## config.mk

```make
export PLATFORM = sky130hd
export DESIGN_NAME = mul_operand_loader_flat
export DESIGN_NICKNAME = d
export VERILOG_FILES = /design/src/rtl/mul_operand_loader_if.sv /design/src/rtl/mul_operand_loader.sv /design/src/flat_wrapper.sv
export SDC_FILE = /design/constraint.sdc
export NUM_CORES = 1
export LEC_CHECK = 0
export ABC_CLOCK_PERIOD_IN_PS = 3000
export CAP_MARGIN = 20
export CORE_AREA = 2 2 316 318
export DETAILED_ROUTE_END_ITERATION = 8
export DIE_AREA = 0 0 318 320
export SLEW_MARGIN = 0
export SYNTH_ARGS = -nofsm -noshare
export SYNTH_HDL_FRONTEND = slang
export SYNTH_SLANG_ARGS = --single-unit
```

## constraint.sdc

```tcl
create_clock -name i_clk -period 3 [get_ports i_clk]
set_input_delay 0.6 -clock i_clk [delete_from_list [all_inputs] [get_ports i_clk]]
set_output_delay 0.6 -clock i_clk [all_outputs]
set_load 0.03 [all_outputs]
```

## src/rtl/mul_operand_loader_if.sv

```systemverilog
// Word stream in, operand pair out: the handshake and data signals between the
// word source, the operand loader and the multiplier input.
interface mul_operand_loader_if #(
    parameter int BITS   = 381,
    parameter int WORD_W = 32
);
    logic [WORD_W-1:0] i_word;
    logic              i_word_val;
    logic              i_word_last;
    logic              o_word_rdy;
    logic [BITS-1:0]   o_dat_a;
    logic [BITS-1:0]   o_dat_b;
    logic              o_trunc;
    logic              o_val;
    logic              i_rdy;
    logic              o_err;

    modport master (
        output i_word, i_word_val, i_word_last, i_rdy,
        input  o_word_rdy, o_dat_a, o_dat_b, o_trunc, o_val, o_err
    );

    modport slave (
        input  i_word, i_word_val, i_word_last, i_rdy,
        output o_word_rdy, o_dat_a, o_dat_b, o_trunc, o_val, o_err
    );
endinterface

```

## src/rtl/mul_operand_loader.sv

```systemverilog
// Assembles two BITS-wide multiplier operands from a stream of WORD_W words,
// least-significant word first, A before B, and presents them as one pair.
//
// state  | meaning
// -------+--------------------------------------------------------------
// LOAD_A | accepting A words, cnt = slice being written
// LOAD_B | accepting B words, cnt = slice being written
// HOLD   | pair valid toward the multiplier, waiting for i_rdy
module mul_operand_loader #(
    parameter int BITS   = 381,
    parameter int WORD_W = 32
) (
    input  logic                i_clk,
    input  logic                i_rst,
    mul_operand_loader_if.slave bus
);
    localparam int WORDS  = (BITS + WORD_W - 1) / WORD_W;
    localparam int CNT_W  = (WORDS > 1) ? $clog2(WORDS) : 1;
    localparam int LAST_W = BITS - (WORDS - 1) * WORD_W;
    localparam int PAD    = WORDS * WORD_W - BITS;
    // Bits of the top word that land inside the operand; the rest are discarded.
    localparam logic [WORD_W-1:0] KEEP_MASK = {WORD_W{1'b1}} >> PAD;

    typedef enum logic [1:0] {LOAD_A, LOAD_B, HOLD} state_t;

    state_t           state, state_nxt;
    logic [CNT_W-1:0] cnt, cnt_nxt;
    logic             accept, cnt_end;
    logic             wr_a, wr_b;
    logic             err_nxt, err_q;
    logic             trunc_q, trunc_nxt;
    logic             rdy_c, val_c;
    logic [BITS-1:0]  dat_a, dat_b;

    assign accept  = bus.i_word_val && (state != HOLD);
    assign cnt_end = (cnt == CNT_W'(WORDS - 1));

    // A frame restarts the truncation flag on its first word; discarded bits
    // only exist in the top word of each operand.
    assign trunc_nxt = ((wr_a && cnt == '0) ? 1'b0 : trunc_q)
                     | (cnt_end && |(bus.i_word & ~KEEP_MASK));

    // State and word counter register.
    always_ff @(posedge i_clk or negedge i_rst) begin
        if (!i_rst) begin
            state <= LOAD_A;
            cnt   <= '0;
        end else begin
            state <= state_nxt;
            cnt   <= cnt_nxt;
        end
    end

    // Next state, counter, write strobes and framing check.
    always_comb begin
        state_nxt = state;
        cnt_nxt   = cnt;
        err_nxt   = 1'b0;
        wr_a      = 1'b0;
        wr_b      = 1'b0;
        rdy_c     = 1'b1;
        val_c     = 1'b0;
        case (state)
            LOAD_A: begin
                if (accept) begin
                    if (bus.i_word_last) begin
                        err_nxt = 1'b1;
                        cnt_nxt = '0;
                    end else begin
                        wr_a = 1'b1;
                        if (cnt_end) begin
                            state_nxt = LOAD_B;
                            cnt_nxt   = '0;
                        end else begin
                            cnt_nxt = cnt + 1'b1;
                        end
                    end
                end
            end
            LOAD_B: begin
                if (accept) begin
                    if (cnt_end && bus.i_word_last) begin
                        wr_b      = 1'b1;
                        state_nxt = HOLD;
                        cnt_nxt   = '0;
                    end else if (cnt_end || bus.i_word_last) begin
                        // Last flag missing on the final word, or present early.
                        err_nxt   = 1'b1;
                        state_nxt = LOAD_A;
                        cnt_nxt   = '0;
                    end else begin
                        wr_b    = 1'b1;
                        cnt_nxt = cnt + 1'b1;
                    end
                end
            end
            HOLD: begin
                rdy_c = 1'b0;
                val_c = 1'b1;
                if (bus.i_rdy) begin
                    state_nxt = LOAD_A;
                end
            end
            default: begin
                state_nxt = LOAD_A;
                cnt_nxt   = '0;
            end
        endcase
    end

    // Operand slices, truncation flag and error pulse.
    always_ff @(posedge i_clk or negedge i_rst) begin
        if (!i_rst) begin
            dat_a   <= '0;
            dat_b   <= '0;
            trunc_q <= 1'b0;
            err_q   <= 1'b0;
        end else begin
            err_q <= err_nxt;
            if (wr_a || wr_b) begin
                trunc_q <= trunc_nxt;
            end
            for (int w = 0; w < WORDS - 1; w++) begin
                if (cnt == CNT_W'(w)) begin
                    if (wr_a) dat_a[w*WORD_W +: WORD_W] <= bus.i_word;
                    if (wr_b) dat_b[w*WORD_W +: WORD_W] <= bus.i_word;
                end
            end
            if (cnt_end) begin
                if (wr_a) dat_a[BITS-1 -: LAST_W] <= bus.i_word[LAST_W-1:0];
                if (wr_b) dat_b[BITS-1 -: LAST_W] <= bus.i_word[LAST_W-1:0];
            end
        end
    end

    assign bus.o_word_rdy = rdy_c;
    assign bus.o_val      = val_c;
    assign bus.o_err      = err_q;
    assign bus.o_trunc    = trunc_q;
    assign bus.o_dat_a    = dat_a;
    assign bus.o_dat_b    = dat_b;
endmodule

```

## src/flat_wrapper.sv

```systemverilog
// flat-port wrapper written by rule: the top's interface ports become plain ports
module mul_operand_loader_flat 
#(
    parameter int BITS   = 381,
    parameter int WORD_W = 32
)
  (i_clk, i_rst, bus_i_word, bus_i_word_val, bus_i_word_last, bus_i_rdy, bus_o_word_rdy, bus_o_dat_a, bus_o_dat_b, bus_o_trunc, bus_o_val, bus_o_err);
  mul_operand_loader_if #(.BITS(BITS), .WORD_W(WORD_W)) bus_i ();
  input  logic i_clk;
  input  logic i_rst;
  input wire logic [$bits(bus_i.i_word)-1:0] bus_i_word;
  input wire logic [$bits(bus_i.i_word_val)-1:0] bus_i_word_val;
  input wire logic [$bits(bus_i.i_word_last)-1:0] bus_i_word_last;
  input wire logic [$bits(bus_i.i_rdy)-1:0] bus_i_rdy;
  output wire logic [$bits(bus_i.o_word_rdy)-1:0] bus_o_word_rdy;
  output wire logic [$bits(bus_i.o_dat_a)-1:0] bus_o_dat_a;
  output wire logic [$bits(bus_i.o_dat_b)-1:0] bus_o_dat_b;
  output wire logic [$bits(bus_i.o_trunc)-1:0] bus_o_trunc;
  output wire logic [$bits(bus_i.o_val)-1:0] bus_o_val;
  output wire logic [$bits(bus_i.o_err)-1:0] bus_o_err;
  assign bus_i.i_word = bus_i_word;
  assign bus_i.i_word_val = bus_i_word_val;
  assign bus_i.i_word_last = bus_i_word_last;
  assign bus_i.i_rdy = bus_i_rdy;
  assign bus_o_word_rdy = bus_i.o_word_rdy;
  assign bus_o_dat_a = bus_i.o_dat_a;
  assign bus_o_dat_b = bus_i.o_dat_b;
  assign bus_o_trunc = bus_i.o_trunc;
  assign bus_o_val = bus_i.o_val;
  assign bus_o_err = bus_i.o_err;
  mul_operand_loader #(.BITS(BITS), .WORD_W(WORD_W)) u_core (.i_clk(i_clk), .i_rst(i_rst), .bus(bus_i));
endmodule
```

# ---- Yosys cells after proc, flatten, opt, wreduce, memory -nomap -nowiden
# Cells that the tools add are included.
dict set report word_totals {
  ff_bits 770
  out_inout_bits 766
  word_cells 117
}
dict set report op_classes {
  n_addsub 1
  n_eq_ne 20
  muxes 31
  bitwise 2
  n_reduce_logical 35
}
# cell count
set op_table {}
lappend op_table {{AND reduction 2 bit} 24}
lappend op_table {{two-way mux 4 bit} 6}
lappend op_table {{== test 4 x 3 -> 1 bit (second input constant)} 4}
lappend op_table {{== test 4 bit (second input constant)} 4}
lappend op_table {{two-way mux 1 bit} 15}
lappend op_table {{two-way mux 2 bit} 7}
lappend op_table {{one-hot mux 4 bit (3 select lines)} 1}
lappend op_table {{== test 4 x 2 -> 1 bit (second input constant)} 2}
lappend op_table {{!= test 2 x 1 -> 1 bit (second input constant)} 3}
lappend op_table {{!= test 2 bit (second input constant)} 3}
lappend op_table {{one-hot mux 2 bit (3 select lines)} 1}
lappend op_table {{AND reduction 6 bit} 1}
lappend op_table {{adder 4 x 1 -> 4 bit (second input constant)} 1}
lappend op_table {{== test 4 x 1 -> 1 bit (second input constant)} 1}
lappend op_table {{logical AND 1 bit} 4}
lappend op_table {{logical NOT 4 bit} 1}
lappend op_table {{!= test 3 x 1 -> 1 bit (second input constant)} 1}
lappend op_table {{AND reduction 3 bit} 1}
lappend op_table {{OR reduction 3 bit} 1}
lappend op_table {{== test 2 x 1 -> 1 bit (second input constant)} 1}
lappend op_table {{== test 2 bit (second input constant)} 1}
lappend op_table {{logical NOT 2 bit} 1}
lappend op_table {{logical OR 1 bit} 2}
lappend op_table {{one-hot mux 1 bit (2 select lines)} 1}
lappend op_table {{2 further kinds} 2}

# ---- Logic depth before layout (Yosys ltp)
dict set report depth {
  ltp_word 7
  ltp_mapped 8
  depth_no_buf 5
}

# ---- Least setup slack after synthesis
# No wires, ideal clock.
dict set report synth_timing {
  path_type {flip-flop to flip-flop}
  from {register u_core.state[1]}
  to {register u_core.dat_b[258], in the netlist u_core.bus.o_dat_b[258]}
  setup_time_ns 0.125
  arrival_ns 2.474
  required_ns 2.875
  path_slack_ns 0.401
  path_stages_with_launch 9
  cell_sequence {dfrtp_1 buf_2 nor2b_1 clkinv_1 nand2_1 or4b_1 buf_2 buf_6 mux2_4}
}
dict set report synth_between {
  elab_chain_len 5
  elab_cells_between_ends 6
}
# item line
set synth_lines {}
lappend synth_lines {{start: declaration} mul_operand_loader.sv:26} ;# state_t state, state_nxt;
lappend synth_lines {{start signal: assignment} mul_operand_loader.sv:49} ;# state <= state_nxt;
lappend synth_lines {{!= test 2 bit} mul_operand_loader.sv:35} ;# assign accept = bus.i_word_val && (state != HOLD);
lappend synth_lines {{logical AND 1 bit} mul_operand_loader.sv:35}
lappend synth_lines {{two-way mux 1 bit} mul_operand_loader.sv:81} ;# if (accept) begin
lappend synth_lines {{two-way mux 1 bit *} mul_operand_loader.sv:63} ;# case (state)
lappend synth_lines {{AND reduction 2 bit (no line) *} -}
lappend synth_lines {{end signal: indexed assignment} mul_operand_loader.sv:126} ;# if (wr_b) dat_b[w*WORD_W +: WORD_W] <= bus.i_word;
lappend synth_lines {{end signal: indexed assignment} mul_operand_loader.sv:131} ;# if (wr_b) dat_b[BITS-1 -: LAST_W] <= bus.i_word[LAST_W-1:0];
lappend synth_lines {{end: declaration} mul_operand_loader.sv:33} ;# logic [BITS-1:0] dat_a, dat_b;
# Every way passes the cells marked *; elsewhere a longest branch is shown, timed or not.
# A chain may end at the register's enable or synchronous reset.

# ---- Final worst setup path
dict set report layout_timing {
  from {register u_core.state[1]}
  to {output bus_o_val}
}
dict set report layout_between {
  elab_chain_len 2
}
# item line
set layout_lines {}
lappend layout_lines {{== test 2 bit} mul_operand_loader.sv:63}
lappend layout_lines {{two-way mux 1 bit} mul_operand_loader.sv:63}
lappend layout_lines {{end: declaration} flat_wrapper.sv:19} ;# output wire logic [$bits(bus_i.o_val)-1:0] bus_o_val;
# Every way passes these cells.

==> summary.md <==
| Metric | Value |
|---|---|
| Largest family of logic cells by synthesized area | `multiplexers` |
| Hold/Removal Path Class | `input port to asynchronous set/reset pin` |
| Crit-path max FO | `11` |
| Pwr Total | `29.8 mW` |
| PwrDens | `703 nW/µm²` |
| Clock Path Buffers | `3` |
| Inserted Clock Buffers | `85` |
| Postcts setup bufs | `0` |
| Adder-cell share of the synthesized area | `less than 1%` |
| Overall Global Routing Usage | `20.1%` |
| Most frequent cells in the layout | `794 x clkdlybuf4s50_1, 770 x dfrtp_1, 712 x mux2_2` |
| Post-synthesis simple-gate area fraction | `around 1.3%` |
| Dpl hpwl | `71300 µm` |
| Post-DR vias/cell | `4.70` |
| DP Area | `around 40000 µm²` |
| Most common cell after layout, fill and taps aside | `clkdlybuf4s50_1` |
| # port buffers | `802` |
| Fraction of registers with async set/reset | `100%` |
| Mapped Cells | `1759` |
| Crit path DAT | `around 2200 ps` |
| Worst clock skew | `19.5 ps` |
| Outcome | `finished clean` |
| RSZ-0062 raised after global routing | `no` |
| VDD IR max | `0.472 mV` |
| Critical path required time | `2400 ps` |
| Max-cap violations | `0` |
| DRT Pass-1 Iters | `4` |
| Sink Count | `770` |
| Mapped Area | `29200 µm²` |
| Number of synthesized flops with an enable pin | `0` |
| Placed cells | `3803` |
| Critical path class | `flop to primary output` |
| Clk_lat worst skew | `640 ps` |
| Initial antenna violation count | `6` |
| Mux cell area share after synthesis | `29.9%` |
| Die X | `approximately 320 µm` |
| P&R area growth vs syn | `45.1%` |
| Final ANT Viol Nets | `0` |
| Vias in the first global route | `19966` |
| Synth Area in Compound Gates | `less than 1%` |
| Leakage | `20.0 nW` |
| Ports | `803` |
| Initial drt markers | `approximately 990` |
| Final setup TNS | `0 ps` |
| Yosys reg bits | `770` |
| Synth Flop Type | `dfrtp_1` |
| Std cell rows | `115` |
| YS warnings | `0` |
| Slew Limit Fails | `0` |
| CORE AREA | `98000 µm²` |
| Setup-failing EPs final | `0` |
| Min Clock Period, post-route | `around 2800 ps` |
| Via count | `18623` |
| Post-route clock period utilization | `92.4%` |
| Hold_ws | `~470 ps` |
| Clock slew at reported path FFs | `around 60 ps` |
| Share of cells above drive strength 1 | `38.0%` |
| Post-Syn Nets | `about 1800` |
| CTS HTree Levels | `3` |
| Cell variety after synth | `42` |
| Remaining DRCs | `0` |
| Pin slew with the least headroom to its limit | `848 ps` |
| Global-route wire length before repair | `148000 µm` |
| Starting Density | `29.8%` |
| Largest net degree at the start of global routing | `69` |
| Design area | `42300 µm²` |
| Max transition margin | `43.4%` |
| Setup crit start kind | `flop` |
| Setup crit end kind | `primary output` |
| Clk root buf | `clkbuf_16` |
| Fmax | `between 0.3 and 0.4 GHz` |
| # fillers | `about 9000` |
| CTS tree | `built` |
| Die area | `102000 µm²` |
| Finished Layout Cells | `3963` |
| Die Span Y | `between 300 and 400 µm` |
| Syn_area_per_cell | `roughly 17 µm²` |
| Post-synthesis sequential area ratio | `66.1%` |
| Final WL | `104000 µm` |
| # nets final | `2646` |
| Routability cong. | `around 0.80` |
| DR WL/cell | `26.2 µm` |
| XOR/XNOR share of the synthesized area | `0%` |
| Hold violation total from the final report | `0` |
| Overflow after GRT | `0` |
cell families (layout without fill, tap and decap cells):
logic type                 count (synthesis)  after routing
muxes                                    764            764
DFF                                      770            770
other                                      0              5
buffers and inverters                    147           1059
and+or+nand+nor                           60             60
AOI/OAI and AO/OA                         13             13
adders and majority gates                  5              5
sequential cells by signal, summed over array words and instances, names as in the netlist:
| signal | count |
|---|---|
| u_core.bus.o_dat_a | 381 |
| u_core.bus.o_err | 1 |
| u_core.bus.o_dat_b | 381 |
| u_core.state | 2 |
| u_core.bus.o_trunc | 1 |
| u_core.cnt | 4 |
per-layer routing:
layer	track usage, %	vias to the layer above	share of wire (%)
met5	0	-	0
met4	10.1	0	4.8
met3	5.17	204	7.0
met2	33.4	704	49
met1	24.0	9824	39
li1	-	7891	-
timing repair:
action	CTS	global route
gates resized for setup	0	0
endpoints found under the setup margin	0	0
hold buffers	1	0
hold endpoints to repair	40	0
through the flow:
stage          setup WS, ps  utilization (%)
2_1_floorplan           401                -
3_3_place_gp          -29.8             40.2
3_5_place_dp          -67.0             40.2
4_1_cts                 151             43.2
5_1_grt                34.9             43.2
6_report                229             43.2
cell type report:
type | instances | area [µm²] | share of cell area (%)
flip-flops and latches | 770 | 19300 | 45.5
multi-input cells | 842 | 9360 | 22.1
repair buffers | 900 | 9120 | 21.6
clock buffers | 122 | 2480 | 5.85
well taps | 1287 | 1610 | 3.80
clock inverters | 32 | 452 | 1.07
inverters | 5 | 18.8 | 0.0443
diodes | 5 | 12.5 | 0.0296
report_power, final:
part | leakage, nW | internal, mW | switching (mW) | total [mW]
Clock | 1.44 | 6.61 | 4.29 | 10.9
Sequential | 10.5 | 11.5 | 0.689 | 12.2
Combinational | 8.06 | 2.80 | 3.86 | 6.67
Total | 20.0 | 20.9 | 8.84 | 29.8
final timing paths:
check / cells after the start / to / slack (ps) / startpoint
max: 2 / bus_o_val / 230 / u_core.state[1]
min: 2 / u_core.bus.o_dat_b[32] / 470 / i_rst
max reg2reg: 7 / u_core.bus.o_dat_b[327] / 530 / u_core.cnt[0]
min reg2reg: 1 / u_core.bus.o_dat_b[38] / 490 / u_core.bus.o_dat_b[38]
max in group asynchronous: 4 / u_core.bus.o_dat_a[286] / 1470 / i_rst
min in group i_clk: 1 / u_core.bus.o_dat_b[38] / 490 / u_core.bus.o_dat_b[38]
cell usage after synthesis (all sizes together), types with 2 or more instances:
cell / count / share of area, %
nand2: 20 / 0.26
or4b: 2 / 0.082
inv: 4 / 0.051
clkbuf: 73 / 0.94
nor2: 7 / 0.099
nor4b: 2 / 0.10
buf: 69 / 1.2
nand3: 5 / 0.086
nand2b: 3 / 0.064
a21oi: 2 / 0.034
dfrtp: 770 / 66
ha: 5 / 0.21
nor3: 8 / 0.24
mux2: 763 / 30
and3b: 3 / 0.090
nor4: 2 / 0.064
o21ai: 3 / 0.051
nor3b: 2 / 0.051
worst max-delay path, cell delays in order, from the launching register on:
cell and delay, ps:
dfrtp_1 550, nor2b_1 230, clkdlybuf4s50_1 740
(Power assumes the default switching activity.)
